==> config.mk <==
export PLATFORM = sky130hd
export DESIGN_NAME = mode_select_sync_flat
export DESIGN_NICKNAME = d
export VERILOG_FILES = /design/src/rtl/mode_select_sync_if.sv /design/src/rtl/mode_select_sync.sv /design/src/flat_wrapper.sv
export SDC_FILE = /design/constraint.sdc
export NUM_CORES = 1
export LEC_CHECK = 0
export ABC_CLOCK_PERIOD_IN_PS = 1800
export BUFFER_PORTS_ARGS = -buffer_cell sky130_fd_sc_hd__buf_2
export CORE_AREA = 5 5 60 62
export CTS_CLUSTER_SIZE = 8
export DETAILED_ROUTE_END_ITERATION = 10
export DIE_AREA = 0 0 65 67
export PLACE_DENSITY = 0.73
export RECOVER_POWER = 25
export SETUP_SLACK_MARGIN = 0.2
export SLEW_MARGIN = 0
export SYNTH_ARGS = -nofsm -noshare
export SYNTH_HDL_FRONTEND = slang
export SYNTH_SLANG_ARGS = --single-unit
export TNS_END_PERCENT = 100
==> constraint.sdc <==
create_clock -name clk -period 1.8 [get_ports clk]
set_clock_uncertainty 0.05 [all_clocks]
set_input_delay 0.36 -clock clk [delete_from_list [all_inputs] [get_ports clk]]
set_output_delay 0.36 -clock clk [all_outputs]
set_load 0.01 [all_outputs]
==> src/rtl/mode_select_sync_if.sv <==
// Button/mode bundle between the board-side stimulus (master) and the selector (slave).
interface mode_select_sync_if #(
  parameter int unsigned NUM_BUTTONS = 4
);
  localparam int unsigned MODE_W = $clog2(NUM_BUTTONS);

  logic [NUM_BUTTONS-1:0] buttons_i;
  logic                   lock_i;
  logic [MODE_W-1:0]      mode_o;
  logic                   mode_changed_o;
  logic [NUM_BUTTONS-1:0] press_o;
  logic [NUM_BUTTONS-1:0] buttons_db_o;

  modport master (
    output buttons_i, lock_i,
    input  mode_o, mode_changed_o, press_o, buttons_db_o
  );

  modport slave (
    input  buttons_i, lock_i,
    output mode_o, mode_changed_o, press_o, buttons_db_o
  );
endinterface

==> src/rtl/mode_select_sync.sv <==
// Push-button mode selector: per-button sync + debounce, rising-edge detect,
// fixed-priority mode register with change strobe and lock.
module mode_select_sync #(
  parameter int unsigned NUM_BUTTONS     = 4,
  parameter int unsigned DEBOUNCE_CYCLES = 16,
  parameter int unsigned RESET_MODE      = 0,
  localparam int unsigned MODE_W         = $clog2(NUM_BUTTONS)
) (
  input  logic              clk,
  input  logic              rst,
  mode_select_sync_if.slave bus
);

  localparam int unsigned CNT_W = $clog2(DEBOUNCE_CYCLES + 1);
  localparam logic [CNT_W-1:0]  CNT_LAST = CNT_W'(DEBOUNCE_CYCLES - 1);
  localparam logic [MODE_W-1:0] MODE_RST = MODE_W'(RESET_MODE);

  logic [NUM_BUTTONS-1:0] s1_q, s2_q;
  logic [NUM_BUTTONS-1:0] db_q, db_d;
  logic [NUM_BUTTONS-1:0] dbd_q;
  logic [CNT_W-1:0]       cnt_q [NUM_BUTTONS];
  logic [CNT_W-1:0]       cnt_d [NUM_BUTTONS];
  logic [NUM_BUTTONS-1:0] rise;
  logic [NUM_BUTTONS-1:0] press_q;
  logic [MODE_W-1:0]      mode_q, mode_d, cand;
  logic                   changed_q, changed_d;

  // Count only while the synchronised level disagrees with db; any agreement restarts.
  always_comb begin
    db_d = db_q;
    for (int unsigned i = 0; i < NUM_BUTTONS; i++) begin
      cnt_d[i] = '0;
      if (s2_q[i] != db_q[i]) begin
        if (cnt_q[i] == CNT_LAST) db_d[i] = s2_q[i];
        else                      cnt_d[i] = cnt_q[i] + 1'b1;
      end
    end
  end

  assign rise = db_q & ~dbd_q;

  // Ascending scan so the highest-index rising button overrides lower ones.
  always_comb begin
    cand = mode_q;
    for (int unsigned i = 0; i < NUM_BUTTONS; i++) begin
      if (rise[i]) cand = MODE_W'(NUM_BUTTONS - 1 - i);
    end
    mode_d    = mode_q;
    changed_d = 1'b0;
    if ((|rise) && !bus.lock_i) begin
      mode_d    = cand;
      changed_d = (cand != mode_q);
    end
  end

  always_ff @(posedge clk) begin
    if (rst) begin
      s1_q      <= '0;
      s2_q      <= '0;
      db_q      <= '0;
      dbd_q     <= '0;
      press_q   <= '0;
      mode_q    <= MODE_RST;
      changed_q <= 1'b0;
      for (int unsigned i = 0; i < NUM_BUTTONS; i++) cnt_q[i] <= '0;
    end else begin
      s1_q      <= bus.buttons_i;
      s2_q      <= s1_q;
      db_q      <= db_d;
      dbd_q     <= db_q;
      press_q   <= rise;
      mode_q    <= mode_d;
      changed_q <= changed_d;
      for (int unsigned i = 0; i < NUM_BUTTONS; i++) cnt_q[i] <= cnt_d[i];
    end
  end

  assign bus.mode_o         = mode_q;
  assign bus.mode_changed_o = changed_q;
  assign bus.press_o        = press_q;
  assign bus.buttons_db_o   = db_q;

endmodule

==> src/flat_wrapper.sv <==
// flat-port wrapper written by rule: the top's interface ports become plain ports
module mode_select_sync_flat 
#(
  parameter int unsigned NUM_BUTTONS     = 4,
  parameter int unsigned DEBOUNCE_CYCLES = 16,
  parameter int unsigned RESET_MODE      = 0,
  localparam int unsigned MODE_W         = $clog2(NUM_BUTTONS)
)
  (clk, rst, bus_buttons_i, bus_lock_i, bus_mode_o, bus_mode_changed_o, bus_press_o, bus_buttons_db_o);
  mode_select_sync_if #(.NUM_BUTTONS(NUM_BUTTONS)) bus_i ();
  input  logic clk;
  input  logic rst;
  input wire logic [$bits(bus_i.buttons_i)-1:0] bus_buttons_i;
  input wire logic [$bits(bus_i.lock_i)-1:0] bus_lock_i;
  output wire logic [$bits(bus_i.mode_o)-1:0] bus_mode_o;
  output wire logic [$bits(bus_i.mode_changed_o)-1:0] bus_mode_changed_o;
  output wire logic [$bits(bus_i.press_o)-1:0] bus_press_o;
  output wire logic [$bits(bus_i.buttons_db_o)-1:0] bus_buttons_db_o;
  assign bus_i.buttons_i = bus_buttons_i;
  assign bus_i.lock_i = bus_lock_i;
  assign bus_mode_o = bus_i.mode_o;
  assign bus_mode_changed_o = bus_i.mode_changed_o;
  assign bus_press_o = bus_i.press_o;
  assign bus_buttons_db_o = bus_i.buttons_db_o;
  mode_select_sync #(.NUM_BUTTONS(NUM_BUTTONS), .DEBOUNCE_CYCLES(DEBOUNCE_CYCLES), .RESET_MODE(RESET_MODE)) u_core (.clk(clk), .rst(rst), .bus(bus_i));
endmodule
# Word-level counts from Yosys, hierarchy flattened
# Memories as Yosys holds them, arrays and structs flattened.
# Cells that the tools add are included.
# op_classes
addsub	4
eq_ne	9
muxes	19
n_bitwise	7
n_reduce_logical	8
# ops
cell	count
5-bit two-way mux	12
5-bit by 1-bit adder with 5-bit output, second input constant	4
5-bit by 4-bit == test with 1-bit output, second input constant	4
2-bit two-way mux	4
2-bit AND reduction	4
4-bit AND	1
1-bit inequality test	4
4-bit inverter	1
1-bit bitwise OR	4
4-bit OR reduction	1
1-bit two-way mux	3
2-bit inequality test	1
2-bit OR reduction	1
1-bit logical AND	1
1-bit zero test	1
1-bit inverter	1
# word_totals
register_bits	23
mem_bits_rw	20
input_bits	7
memories	1
# mem_list
name	depth	word_bits	read_ports	rd_clocked_by_memory_dff	write_ports	line	text
u_core.cnt_q	4	5	4	0	4	mode_select_sync.sv:21	logic [CNT_W-1:0] cnt_q [NUM_BUTTONS];

# Depth between registers and ports, before layout
# logic_depth
ltp_word	7
depth_mapped	5
ltp_nobuf	5

# Least setup slack after synthesis
# OpenSTA, ideal clock, no wires.
# synth_path
path_type	register to register
startpoint	memory u_core.cnt_q[0][10] in the netlist's numbering
endpoint	memory u_core.cnt_q[0][12] in the netlist's numbering
setup_time_ns	0.064
t_arrival_ns	1.353
required_ns	1.686
setup_slack_ns	0.333
stages_incl_launch_ff	6
n_path_buf	0
period_less_slack_ns	1.467
cell_sequence	dfxtp_1 ha_1 and3_1 ha_1 or3_4 nor2_1
# synth_lines
element	line
start, declared	mode_select_sync.sv:21

==> impl_metrics.yaml <==
yosys:
  synth_top_area_cell: "dfxtp_1"
  synth.area.top_cells: "dfxtp_1 56%, nor2_1 7.0%, ha_1 6.5%"
  synth_nets: 166
  synth_edf_count: 0
  yosysTopAreaCellShare: 0.555
  yosys_warnings: 0
  yosys.cell_types.count: 21
  synth_seq_cells: 43
  async_flop_share: 0
  avgSynthCellArea_um2: 10.3
  synth_seq_area_share: 0.555
  postSynthCellCount: 151
  synthFlopType: "dfxtp_1"
  netlist_area_mm2: 0.00155
final_layout:
  fin_area_mm2: 0.00173
  finalNetCount: 188
  fin_util: 0.582
  final_cells: 207
  drive_gt1_frac: 0.201
  fillCellCount: 275
  area_growth_pct: 11.8
  n_antenna_cell: 0
  layout_common_cells: "39 x dfxtp_1, 28 x nor2_1, 16 x nor2b_1, 16 x buf_2, 9 x xnor2_1"
  final_common_cell: "dfxtp_1"
worst_setup_path:
  slowest_stage: "or3_4"
  path_max_fanout: 5
  rr_worst_depth: 5
  path_common_cell: "ha_1"
  reg2reg_from: "u_core.cnt_q[0][10]$_SDFF_PP0_"
  max_stage_delay_ns: 0.36
  r2r-end: "u_core.cnt_q[0][10]$_SDFF_PP0_"
  path_class: "reg -> reg"
  end_kind: "flop"
  rrSetupSlack_ns: 0.28
  worstPathArrival_ns: 1.75
  crit_path_start_kind: "flop"
  cp_data_required_time_ns: 2.02
  path_cells: "ha_1, and3_1, ha_1, or3_4, nor2_1"
power_and_ir_drop:
  p_seq_frac: 0.668
  power_switching_uw: 321
  swShare: 0.222
  leakagePower_uw: 0.000708
  vdd_drop_max_mv: 0.497
  clkPwrFrac: 0.309
  p_per_area_mw_per_mm2: 837
  combPwrFrac: 0.023
  intPower_uw: 1130
global_route:
  antenna_found_initial: 0
  track_usage: 0.111
  grt_overflow: 0
  grt_pass1_wl_um: 3670
  grt_start_max_net_pins: 26
  grt_pass1_vias: 959
timing:
  min_period_ns: 1.52
  final_hold_viol_count: 0
  post-route-period-util: 0.847
  slew_headroom: 0.331
  tns_ns: 0
  clock.fmax_mhz: 656
  rsz0062_at_grt: "false"
  maxSlewViolCount: 0
  holdWs_ns: 0.165
  tightest_slew_ns: 1.00
  setup_violations: 0
die:
  num_rows: 20
  die_y_um: 67
  die_x_um: 65
  die_area_mm2: 0.00436
  ios: 18
  start_util: 0.521
  core_area_mm2: 0.00298
cts:
  clk_latency_ns: 0.34
  clkSinkCount: 43
  cts_buffers: 5
  clockBufferDepth: 2
  cts.hold.buffers_added: 0
  cts_tree: "built"
  cts_setup_buffers: 0
  htreeDepth: 2
  root_buffer: "clkbuf_4"
  clk_pin_slew_ns: 0.13
drt:
  dr.first_iter.drc_count: 26
  final_antenna_net_count: 0
  dr.pass1.iters: 3
  routed_wl_um: 2190
  num_vias: 991
  wire_per_inst_um: 10.6
  via_per_inst: 4.79
  drc: 0
placed_design:
  gp_congestion: 0.740
  place_inst: 199
  portBuffers: 17
  placed_area_mm2: 0.00167
  dp_hpwl_um: 1610
run_status:
  status: "finished clean"
hold_path:
  whs_path_depth: 2
  hold_end: "u_core.s1_q[1]$_SDFF_PP0_"
  hold_class: "in -> reg"
  hold_start: "bus_buttons_i[1]"
run:
  drv_cap: 0
## how the worst max path moves through the flow
stage | endpoint | cells after the start | start
6_report | u_core.cnt_q[0][10]$_SDFF_PP0_ | 5 | u_core.cnt_q[0][10]$_SDFF_PP0_
5_1_grt | u_core.cnt_q[0][13]$_SDFF_PP0_ | 5 | u_core.cnt_q[0][10]$_SDFF_PP0_
4_1_cts | u_core.cnt_q[0][7]$_SDFF_PP0_ | 5 | u_core.cnt_q[0][5]$_SDFF_PP0_
3_5_place_dp | u_core.cnt_q[0][7]$_SDFF_PP0_ | 5 | u_core.cnt_q[0][5]$_SDFF_PP0_
3_3_place_gp | u_core.cnt_q[0][7]$_SDFF_PP0_ | 5 | u_core.cnt_q[0][5]$_SDFF_PP0_
2_1_floorplan | u_core.cnt_q[0][12]$_SDFF_PP0_ | 5 | u_core.cnt_q[0][10]$_SDFF_PP0_
## metal layers
layer | global-route usage | vias to the layer above | part of all wire
met5 | 0 | - | 0
li1 | - | 532 | -
met4 | 0.0554 | 0 | 0.018
met1 | 0.114 | 434 | 0.46
met3 | 0.0455 | 5 | 0.059
met2 | 0.194 | 20 | 0.46
## stage by stage
stage | power (uW) | setup WS [ns]
detailed placement | 1020 | 0.252
finish | 1450 | 0.276
global placement | 1020 | 0.272
global route | 1520 | 0.206
floorplan | 1010 | 0.333
CTS | 1470 | 0.224
## kinds of logic after synthesis
kind of cell | Yosys count | synth area share
AOI/OAI and AO/OA | 8 | 0.0323
xor gates and xnor gates | 13 | 0.0734
adders and majority gates | 8 | 0.0646
buffers and inverters | 10 | 0.0258
DFF | 43 | 0.555
muxes | 4 | 0.0258
and+or+nand+nor | 65 | 0.223
## power groups by stage
stage	combinational (uW)	sequential, uW	clock (uW)
after floorplan	23.5	988	0
after global placement	33.2	989	0
after detailed placement	34.5	989	0
after CTS	34.4	968	472
after global routing	37.9	970	510
final	33.6	968	448
## cell usage after synthesis (2+ instances only)
cell type  number
nand3_1         5
xnor2_1         9
xor2_1          4
nor2b_1        16
dfxtp_1        43
and3_1          4
inv_1           8
o21ai_0         2
a21oi_1         3
or3_4           4
buf_2           2
ha_1            8
nand2b_1        4
mux2i_1         4
nor2_1         29
## critical path, delay by kind of cell (launching register included)
kind	cells	cell delay (ns)
adder cells (fa/ha/maj)	2	0.41
flip-flops	1	0.35
AND/OR/NAND/NOR	3	0.65
## sequential cells by signal, indices dropped and copies added (netlist names)
register and count:
u_core.bus.mode_changed_o 1, u_core.bus.buttons_db_o 4, u_core.s2_q 4, u_core.bus.press_o 4, u_core.bus.mode_o 2, u_core.dbd_q 4, u_core.cnt_q 20, u_core.s1_q 4
## what timing repair did
action | 4_1_cts | 5_1_grt
endpoints found under the hold margin | 0 | 0
setup endpoints to repair | 0 | 18
resized for setup | 0 | 6
## layout make-up
type / count / area (um^2) / area share
tap: 33 / 41.3 / 0.0238
multi-input combinational: 98 / 654 / 0.378
clock buffer: 5 / 37.5 / 0.0217
timing repair buffer: 17 / 83.8 / 0.0484
sequential: 43 / 866 / 0.500
inverter: 8 / 30.0 / 0.0173
clock inverter: 3 / 20.0 / 0.0116
No activity file was read; power rests on OpenSTA's default activity.
